$ cat src/rtl/wb_sram_sword_ctrl_if.sv
`default_nettype none
// ============================================================================
// Module      : wb_sram_sword_ctrl_if
// Description : Wishbone B4 slave-side bus bundle for the SRAM controller.
//               The master drives the request fields. The slave returns
//               the read data and the acknowledge.
// Revision    : 1.0 - initial release
// ============================================================================
interface wb_sram_sword_ctrl_if;
    logic        wbs_cyc_i;
    logic        wbs_stb_i;
    logic        wbs_we_i;
    logic [29:0] wbs_addr_i;
    logic [2:0]  wbs_cti_i;
    logic [1:0]  wbs_bte_i;
    logic [3:0]  wbs_sel_i;
    logic [31:0] wbs_data_i;
    logic [31:0] wbs_data_o;
    logic        wbs_ack_o;

    modport master (
        output wbs_cyc_i, wbs_stb_i, wbs_we_i, wbs_addr_i, wbs_cti_i,
               wbs_bte_i, wbs_sel_i, wbs_data_i,
        input  wbs_data_o, wbs_ack_o
    );

    modport slave (
        input  wbs_cyc_i, wbs_stb_i, wbs_we_i, wbs_addr_i, wbs_cti_i,
               wbs_bte_i, wbs_sel_i, wbs_data_i,
        output wbs_data_o, wbs_ack_o
    );
endinterface
`default_nettype wire

$ cat src/rtl/wb_sram_sword_ctrl.sv
`default_nettype none
// ============================================================================
// Module      : wb_sram_sword_ctrl
// Description : Multi-cycle Wishbone slave for a 48-bit asynchronous SRAM.
//               It supports programmable read and write wait states. A
//               partial byte-select write is done as a read-modify-write.
//               Incrementing bursts keep chip-enable low between beats.
//               Every SRAM pin output and every bus output is registered.
// Revision    : 1.0 - initial release
// ============================================================================
module wb_sram_sword_ctrl #(
    parameter int unsigned              ADDR_BITS  = 22,
    parameter logic [31-ADDR_BITS:0]    HIGH_ADDR  = '0,
    parameter int unsigned              DATA_BITS  = 48,
    parameter int unsigned              READ_WAIT  = 1,
    parameter int unsigned              WRITE_WAIT = 1
) (
    input  logic                    clk,
    input  logic                    rst,        // asynchronous, active low
    wb_sram_sword_ctrl_if.slave     wb,
    output logic                    sram_ce_n,
    output logic                    sram_oe_n,
    output logic                    sram_we_n,
    output logic [ADDR_BITS-3:0]    sram_addr,
    input  logic [DATA_BITS-1:0]    sram_din,
    output logic [DATA_BITS-1:0]    sram_dout
);

    localparam logic [3:0] c_read_wait  = 4'(READ_WAIT);
    localparam logic [3:0] c_write_wait = 4'(WRITE_WAIT);
    localparam logic [2:0] c_cti_incr   = 3'b010;

    typedef enum logic [2:0] {
        S_IDLE  = 3'd0,
        S_READ  = 3'd1,
        S_RMW   = 3'd2,
        S_TURN  = 3'd3,
        S_WRITE = 3'd4,
        S_ACK   = 3'd5
    } state_t;

    state_t                 r_state, w_state;
    logic [3:0]             r_cnt, w_cnt;
    logic                   r_burst, w_burst;
    logic                   r_ce_n, w_ce_n;
    logic                   r_oe_n, w_oe_n;
    logic                   r_we_n, w_we_n;
    logic [ADDR_BITS-3:0]   r_addr, w_addr;
    logic [DATA_BITS-1:0]   r_dout, w_dout;
    logic [31:0]            r_data_o, w_data_o;
    logic                   r_ack, w_ack;

    logic                   w_cs;
    logic [31:0]            w_merge;
    logic                   w_unused;

    // The upper SRAM data bits and the burst-type field carry no meaning here.
    assign w_unused = ^{wb.wbs_bte_i, sram_din[DATA_BITS-1:32]};

    assign w_cs = wb.wbs_cyc_i & wb.wbs_stb_i &
                  (wb.wbs_addr_i[29:ADDR_BITS-2] == HIGH_ADDR);

    // This is the read-modify-write merge. The old word comes from the pins,
    // and each selected byte is replaced with the new write data.
    for (genvar gi = 0; gi < 4; gi++) begin : g_lane
        assign w_merge[8*gi +: 8] = wb.wbs_sel_i[gi] ? wb.wbs_data_i[8*gi +: 8]
                                                     : sram_din[8*gi +: 8];
    end

    // Next-state logic and next values of all registered outputs.
    always_comb begin
        w_state  = r_state;
        w_cnt    = r_cnt;
        w_burst  = r_burst;
        w_ce_n   = r_ce_n;
        w_oe_n   = r_oe_n;
        w_we_n   = r_we_n;
        w_addr   = r_addr;
        w_dout   = r_dout;
        w_data_o = r_data_o;
        w_ack    = 1'b0;

        if (r_state != S_IDLE && !wb.wbs_cyc_i) begin
            // The master abandoned the cycle. Release the SRAM without an ack.
            w_ce_n   = 1'b1;
            w_oe_n   = 1'b1;
            w_we_n   = 1'b1;
            w_data_o = '0;
            w_cnt    = '0;
            w_state  = S_IDLE;
        end else begin
            case (r_state)
                S_IDLE: begin
                    if (w_cs) begin
                        w_addr  = wb.wbs_addr_i[ADDR_BITS-3:0];
                        w_burst = (wb.wbs_cti_i == c_cti_incr);
                        if (!wb.wbs_we_i) begin
                            w_ce_n  = 1'b0;
                            w_oe_n  = 1'b0;
                            w_cnt   = c_read_wait;
                            w_state = S_READ;
                        end else if (wb.wbs_sel_i == 4'hF) begin
                            w_dout  = {{(DATA_BITS-32){1'b0}}, wb.wbs_data_i};
                            w_ce_n  = 1'b0;
                            w_we_n  = 1'b0;
                            w_cnt   = c_write_wait;
                            w_state = S_WRITE;
                        end else if (wb.wbs_sel_i != 4'h0) begin
                            w_ce_n  = 1'b0;
                            w_oe_n  = 1'b0;
                            w_cnt   = c_read_wait;
                            w_state = S_RMW;
                        end else begin
                            // A write with no byte selected needs no SRAM access.
                            w_ack   = 1'b1;
                            w_state = S_ACK;
                        end
                    end else if (!wb.wbs_cyc_i) begin
                        // When a held burst ends between beats, chip-enable is released here.
                        w_ce_n = 1'b1;
                    end
                end
                S_READ: begin
                    if (r_cnt != 4'd0) begin
                        w_cnt = r_cnt - 4'd1;
                    end else begin
                        w_data_o = sram_din[31:0];
                        w_ack    = 1'b1;
                        w_oe_n   = 1'b1;
                        w_state  = S_ACK;
                    end
                end
                S_RMW: begin
                    if (r_cnt != 4'd0) begin
                        w_cnt = r_cnt - 4'd1;
                    end else begin
                        w_dout  = {{(DATA_BITS-32){1'b0}}, w_merge};
                        w_oe_n  = 1'b1;
                        w_state = S_TURN;
                    end
                end
                S_TURN: begin
                    // There is one dead cycle here. The SRAM stops driving the
                    // bus before we_n falls.
                    w_we_n  = 1'b0;
                    w_cnt   = c_write_wait;
                    w_state = S_WRITE;
                end
                S_WRITE: begin
                    if (r_cnt != 4'd0) begin
                        w_cnt = r_cnt - 4'd1;
                    end else begin
                        w_we_n  = 1'b1;
                        w_ack   = 1'b1;
                        w_state = S_ACK;
                    end
                end
                S_ACK: begin
                    // The master still holds stb here, so cs is not looked at.
                    w_data_o = '0;
                    if (!(r_burst && wb.wbs_cyc_i)) begin
                        w_ce_n = 1'b1;
                    end
                    w_state = S_IDLE;
                end
                default: begin
                    w_ce_n  = 1'b1;
                    w_oe_n  = 1'b1;
                    w_we_n  = 1'b1;
                    w_state = S_IDLE;
                end
            endcase
        end
    end

    // State and output registers, with asynchronous active-low reset.
    always_ff @(posedge clk or negedge rst) begin
        if (!rst) begin
            r_state  <= S_IDLE;
            r_cnt    <= '0;
            r_burst  <= 1'b0;
            r_ce_n   <= 1'b1;
            r_oe_n   <= 1'b1;
            r_we_n   <= 1'b1;
            r_addr   <= '0;
            r_dout   <= '0;
            r_data_o <= '0;
            r_ack    <= 1'b0;
        end else begin
            r_state  <= w_state;
            r_cnt    <= w_cnt;
            r_burst  <= w_burst;
            r_ce_n   <= w_ce_n;
            r_oe_n   <= w_oe_n;
            r_we_n   <= w_we_n;
            r_addr   <= w_addr;
            r_dout   <= w_dout;
            r_data_o <= w_data_o;
            r_ack    <= w_ack;
        end
    end

    assign sram_ce_n     = r_ce_n;
    assign sram_oe_n     = r_oe_n;
    assign sram_we_n     = r_we_n;
    assign sram_addr     = r_addr;
    assign sram_dout     = r_dout;
    assign wb.wbs_data_o = r_data_o;
    assign wb.wbs_ack_o  = r_ack;

endmodule
`default_nettype wire

$ cat src/flat_wrapper.sv
// flat-port wrapper written by rule: the top's interface ports become plain ports
module wb_sram_sword_ctrl_flat 
#(
    parameter int unsigned              ADDR_BITS  = 22,
    parameter logic [31-ADDR_BITS:0]    HIGH_ADDR  = '0,
    parameter int unsigned              DATA_BITS  = 48,
    parameter int unsigned              READ_WAIT  = 1,
    parameter int unsigned              WRITE_WAIT = 1
)
  (clk, rst, sram_ce_n, sram_oe_n, sram_we_n, sram_addr, sram_din, sram_dout, wb_wbs_cyc_i, wb_wbs_stb_i, wb_wbs_we_i, wb_wbs_addr_i, wb_wbs_cti_i, wb_wbs_bte_i, wb_wbs_sel_i, wb_wbs_data_i, wb_wbs_data_o, wb_wbs_ack_o);
  wb_sram_sword_ctrl_if wb_i ();
  input  logic clk;
  input  logic rst;
  output logic sram_ce_n;
  output logic sram_oe_n;
  output logic sram_we_n;
  output logic [ADDR_BITS-3:0] sram_addr;
  input  logic [DATA_BITS-1:0] sram_din;
  output logic [DATA_BITS-1:0] sram_dout;
  input wire logic [$bits(wb_i.wbs_cyc_i)-1:0] wb_wbs_cyc_i;
  input wire logic [$bits(wb_i.wbs_stb_i)-1:0] wb_wbs_stb_i;
  input wire logic [$bits(wb_i.wbs_we_i)-1:0] wb_wbs_we_i;
  input wire logic [$bits(wb_i.wbs_addr_i)-1:0] wb_wbs_addr_i;
  input wire logic [$bits(wb_i.wbs_cti_i)-1:0] wb_wbs_cti_i;
  input wire logic [$bits(wb_i.wbs_bte_i)-1:0] wb_wbs_bte_i;
  input wire logic [$bits(wb_i.wbs_sel_i)-1:0] wb_wbs_sel_i;
  input wire logic [$bits(wb_i.wbs_data_i)-1:0] wb_wbs_data_i;
  output wire logic [$bits(wb_i.wbs_data_o)-1:0] wb_wbs_data_o;
  output wire logic [$bits(wb_i.wbs_ack_o)-1:0] wb_wbs_ack_o;
  assign wb_i.wbs_cyc_i = wb_wbs_cyc_i;
  assign wb_i.wbs_stb_i = wb_wbs_stb_i;
  assign wb_i.wbs_we_i = wb_wbs_we_i;
  assign wb_i.wbs_addr_i = wb_wbs_addr_i;
  assign wb_i.wbs_cti_i = wb_wbs_cti_i;
  assign wb_i.wbs_bte_i = wb_wbs_bte_i;
  assign wb_i.wbs_sel_i = wb_wbs_sel_i;
  assign wb_i.wbs_data_i = wb_wbs_data_i;
  assign wb_wbs_data_o = wb_i.wbs_data_o;
  assign wb_wbs_ack_o = wb_i.wbs_ack_o;
  wb_sram_sword_ctrl #(.ADDR_BITS(ADDR_BITS), .HIGH_ADDR(HIGH_ADDR), .DATA_BITS(DATA_BITS), .READ_WAIT(READ_WAIT), .WRITE_WAIT(WRITE_WAIT)) u_core (.clk(clk), .rst(rst), .wb(wb_i), .sram_ce_n(sram_ce_n), .sram_oe_n(sram_oe_n), .sram_we_n(sram_we_n), .sram_addr(sram_addr), .sram_din(sram_din), .sram_dout(sram_dout));
endmodule
$ cat config.mk
export PLATFORM = sky130hd
export DESIGN_NAME = wb_sram_sword_ctrl_flat
export DESIGN_NICKNAME = d
export VERILOG_FILES = /design/src/rtl/wb_sram_sword_ctrl_if.sv /design/src/rtl/wb_sram_sword_ctrl.sv /design/src/flat_wrapper.sv
export SDC_FILE = /design/constraint.sdc
export NUM_CORES = 1
export LEC_CHECK = 0
export ABC_AREA = 1
export CORE_MARGIN = 3
export CORE_UTILIZATION = 41
export DETAILED_ROUTE_END_ITERATION = 12
export HOLD_SLACK_MARGIN = 0.05
export PLACE_DENSITY = 0.85
export SLEW_MARGIN = 20
export SYNTH_ARGS = -nofsm -noshare
export SYNTH_HDL_FRONTEND = slang
export SYNTH_SLANG_ARGS = --single-unit
$ cat constraint.sdc
create_clock -name clk -period 1.9 [get_ports clk]
set_input_delay 0.285 -clock clk [delete_from_list [all_inputs] [get_ports clk]]
set_output_delay 0.285 -clock clk [all_outputs]
set_load 0.005 [all_outputs]
==> impl_metrics.tcl <==
set metrics [dict create \
    outcome "finished, final reports clean" \
    root_buffer "clkbuf_16" \
    h-tree-depth 3 \
    synth.distinct_cells 30 \
    synth_top_family_by_area "simple AND/OR/NAND/NOR gates" \
    min_period_over_period 0.921 \
    routed_wl_um 13700 \
    fin_area_mm2 0.00721 \
    yosysMostFrequentCell "nand2_1" \
    startpoint "u_core.r_state[0]$_DFFE_PN0P_" \
    reg2reg_to "u_core.sram_dout[28]$_DFFE_PN0P_" \
    postRouteAntennaNets 0 \
    placementRows 38 \
    ys_seq_area_frac 0.504 \
    hold_violations 0 \
    synth_top_area_share 0.487 \
    worst_ep_required_time_ns 2.12 \
    clock_latency_ns 0.34 \
    drive_gt1_frac 0.0712 \
    p_leak_nw 3.45 \
    ioPinCount 228 \
    vias 4583 \
    drc 0 \
    antenna_found_initial 0 \
    nets 923 \
    synth_compound_area_frac 0.119 \
    synth_area_leaders "dfrtp_1 (49%), nand2_1 (14%), nand3_1 (7.0%)" \
    hold_class "in2async" \
    cts_tree "done" \
    place_area_mm2 0.00690 \
    grt_max_degree 50 \
    synth.cells.most_frequent "nand2_1 (184), dfrtp_1 (93), inv_1 (84)" \
    r2r-start "u_core.r_state[0]$_DFFE_PN0P_" \
    reg2reg_depth 9 \
    pwr_density_cell_mw_per_mm2 1330 \
    finalSetupViolations 0 \
    worst_setup_path_end_kind "flop" \
    rsz0062_at_grt "false" \
    synth_mux_area_frac 0 \
    synth_edf_count 0 \
    path_clk_slew_ns 0.07 \
    die_h_um 114 \
    fin_hold_ws_ns 0.431 \
    synth_xor_area_frac 0.00367 \
    synthAdderAreaFrac 0.00524 \
    yosysTopAreaCell "dfrtp_1" \
    die-area_mm2 0.0130 \
    synth-seq-cells 96 \
    worst-path-max-fanout 32 \
    yosys.area_share.simple 0.248 \
    vias_per_cell 4.87 \
    drv_cap 0 \
    fin_worst_skew_ns 0.0104 \
    max_clock_freq_mhz 572 \
    syn_inst 597 \
    portBuffers 193 \
    clock-sinks 96 \
    peakVddDrop_mv 0.644 \
    dp_hpwl_um 10600 \
    avgSynthCellArea_um2 8.00 \
    fin_crit_ns 1.75 \
    core_area_mm2 0.0111 \
    initial_utilization 0.429 \
    slew_viol_final 0 \
    postLayoutCoreUtil 0.648 \
    synth_warnings 0 \
    grt_pass1_wl_um 21900 \
    crit_type "reg2reg" \
    drtIter0Drc 270 \
    post_cts_buffers 0 \
    gr-total-overflow 0 \
    drt-pass1-iter-count 4 \
    power.total_mw 9.60 \
    cts_max_path_buffers 2 \
    crit_end "u_core.sram_dout[28]$_DFFE_PN0P_" \
    wl_per_cell_um 14.5 \
    area_growth_pct 50.9 \
    gp_congestion 0.949 \
    diodes 0 \
    startpoint_type "flop" \
    gr-usage-all-layers 0.212 \
    syn_area_mm2 0.00478 \
    synthArstFlopShare 1.00 \
    dieWidth_um 114 \
    grt_pass1_vias 4542 \
    rrSetupSlack_ns 0.15 \
    tns_ns 0 \
    cp.arrival_ns 1.96 \
    cts_inserted_buffers 9 \
    synth-main-ff-cell "dfrtp_1" \
]
critical path, cell delays in order (launching register included):
cell	delay [ns]
dfrtp_1	0.44
nor2_4	0.19
nand2_2	0.14
clkinv_4	0.15
nand2_2	0.09
a21oi_4	0.19
nand2_1	0.11
buf_12	0.18
nand2_1	0.07
nand2_1	0.05
how the worst min path moves through the flow:
stage	to	slack (ns)	cells after the start
global route	u_core.sram_addr[5]$_DFFE_PN0P_	0.45	2
detailed placement	u_core.sram_addr[5]$_DFFE_PN0P_	0.25	1
CTS	u_core.sram_addr[5]$_DFFE_PN0P_	0.42	2
floorplan	u_core.r_burst$_DFFE_PN0P_	-0.01	0
global placement	u_core.sram_addr[5]$_DFFE_PN0P_	0.25	1
finish	u_core.sram_addr[8]$_DFFE_PN0P_	0.43	2
cell type report:
cell class	count	area, um^2
Timing Repair Buffer	216	2150
Clock inverter	6	67.6
Sequential cell	96	2410
Tap cell	140	175
Multi-Input combinational cell	386	1850
Inverter	88	335
Clock buffer	9	225
Fill cell	926	3920
state kept, by name, indices dropped and copies added, names as in the netlist, 3 cells and up:
register,cells
u_core.sram_dout,32
u_core.r_cnt,4
u_core.sram_addr,20
u_core.wb.wbs_data_o,32
u_core.r_state,3
placed cells by master, fill, tap and decap left out, types with 2 or more instances in the layout:
cell / synthesis / layout
clkdlybuf4s50_1: 0 / 192
nand2_1: 184 / 184
dfrtp_1: 93 / 93
inv_1: 84 / 84
nand3_1: 67 / 67
o22ai_1: 35 / 35
o21a_1: 32 / 32
buf_4: 16 / 19
nor2_1: 18 / 18
conb_1: 1 / 16
o21ai_0: 10 / 10
clkbuf_16: 0 / 9
nor2_2: 4 / 4
inv_2: 3 / 3
nand2_2: 3 / 3
a21oi_1: 3 / 3
buf_12: 0 / 3
dfstp_2: 3 / 3
nand4_1: 2 / 2
ha_1: 2 / 2
inv_6: 0 / 2
clkinvlp_4: 0 / 2
power breakdown:
group,total (mW),leakage [nW],internal [mW],switching [mW]
registers,3.23,1.26,2.81,0.421
logic,4.58,2.05,2.30,2.27
clock network,1.79,0.138,1.02,0.772
total,9.60,3.45,6.13,3.47
per-layer routing:
metal,vias to the layer above,GRT usage,share of wire
li1,2263,-,-
met1,2105,0.258,0.41
met2,202,0.356,0.47
met3,13,0.0753,0.11
met4,0,0.0610,0.014
met5,-,0,0
stage by stage:
stage,setup WS [ns],cells
2_1_floorplan,0.210,612
3_3_place_gp,-0.00468,925
3_5_place_dp,-0.0155,925
4_1_cts,0.0813,941
5_1_grt,0.0128,941
6_report,0.151,941
timing repair:
action | CTS | global route
hold buffers | 1 | 0
endpoints found under the hold margin | 29 | 0
endpoints found under the setup margin | 0 | 32
gates resized for setup | 0 | 4
kinds of logic after synthesis:
family	count (synthesis)
xor+xnor	2
buf+inv	130
other cells	1
flops	96
simple gates	282
fa+ha+maj	2
compound gates	84
No activity file was read; power rests on OpenSTA's default activity.
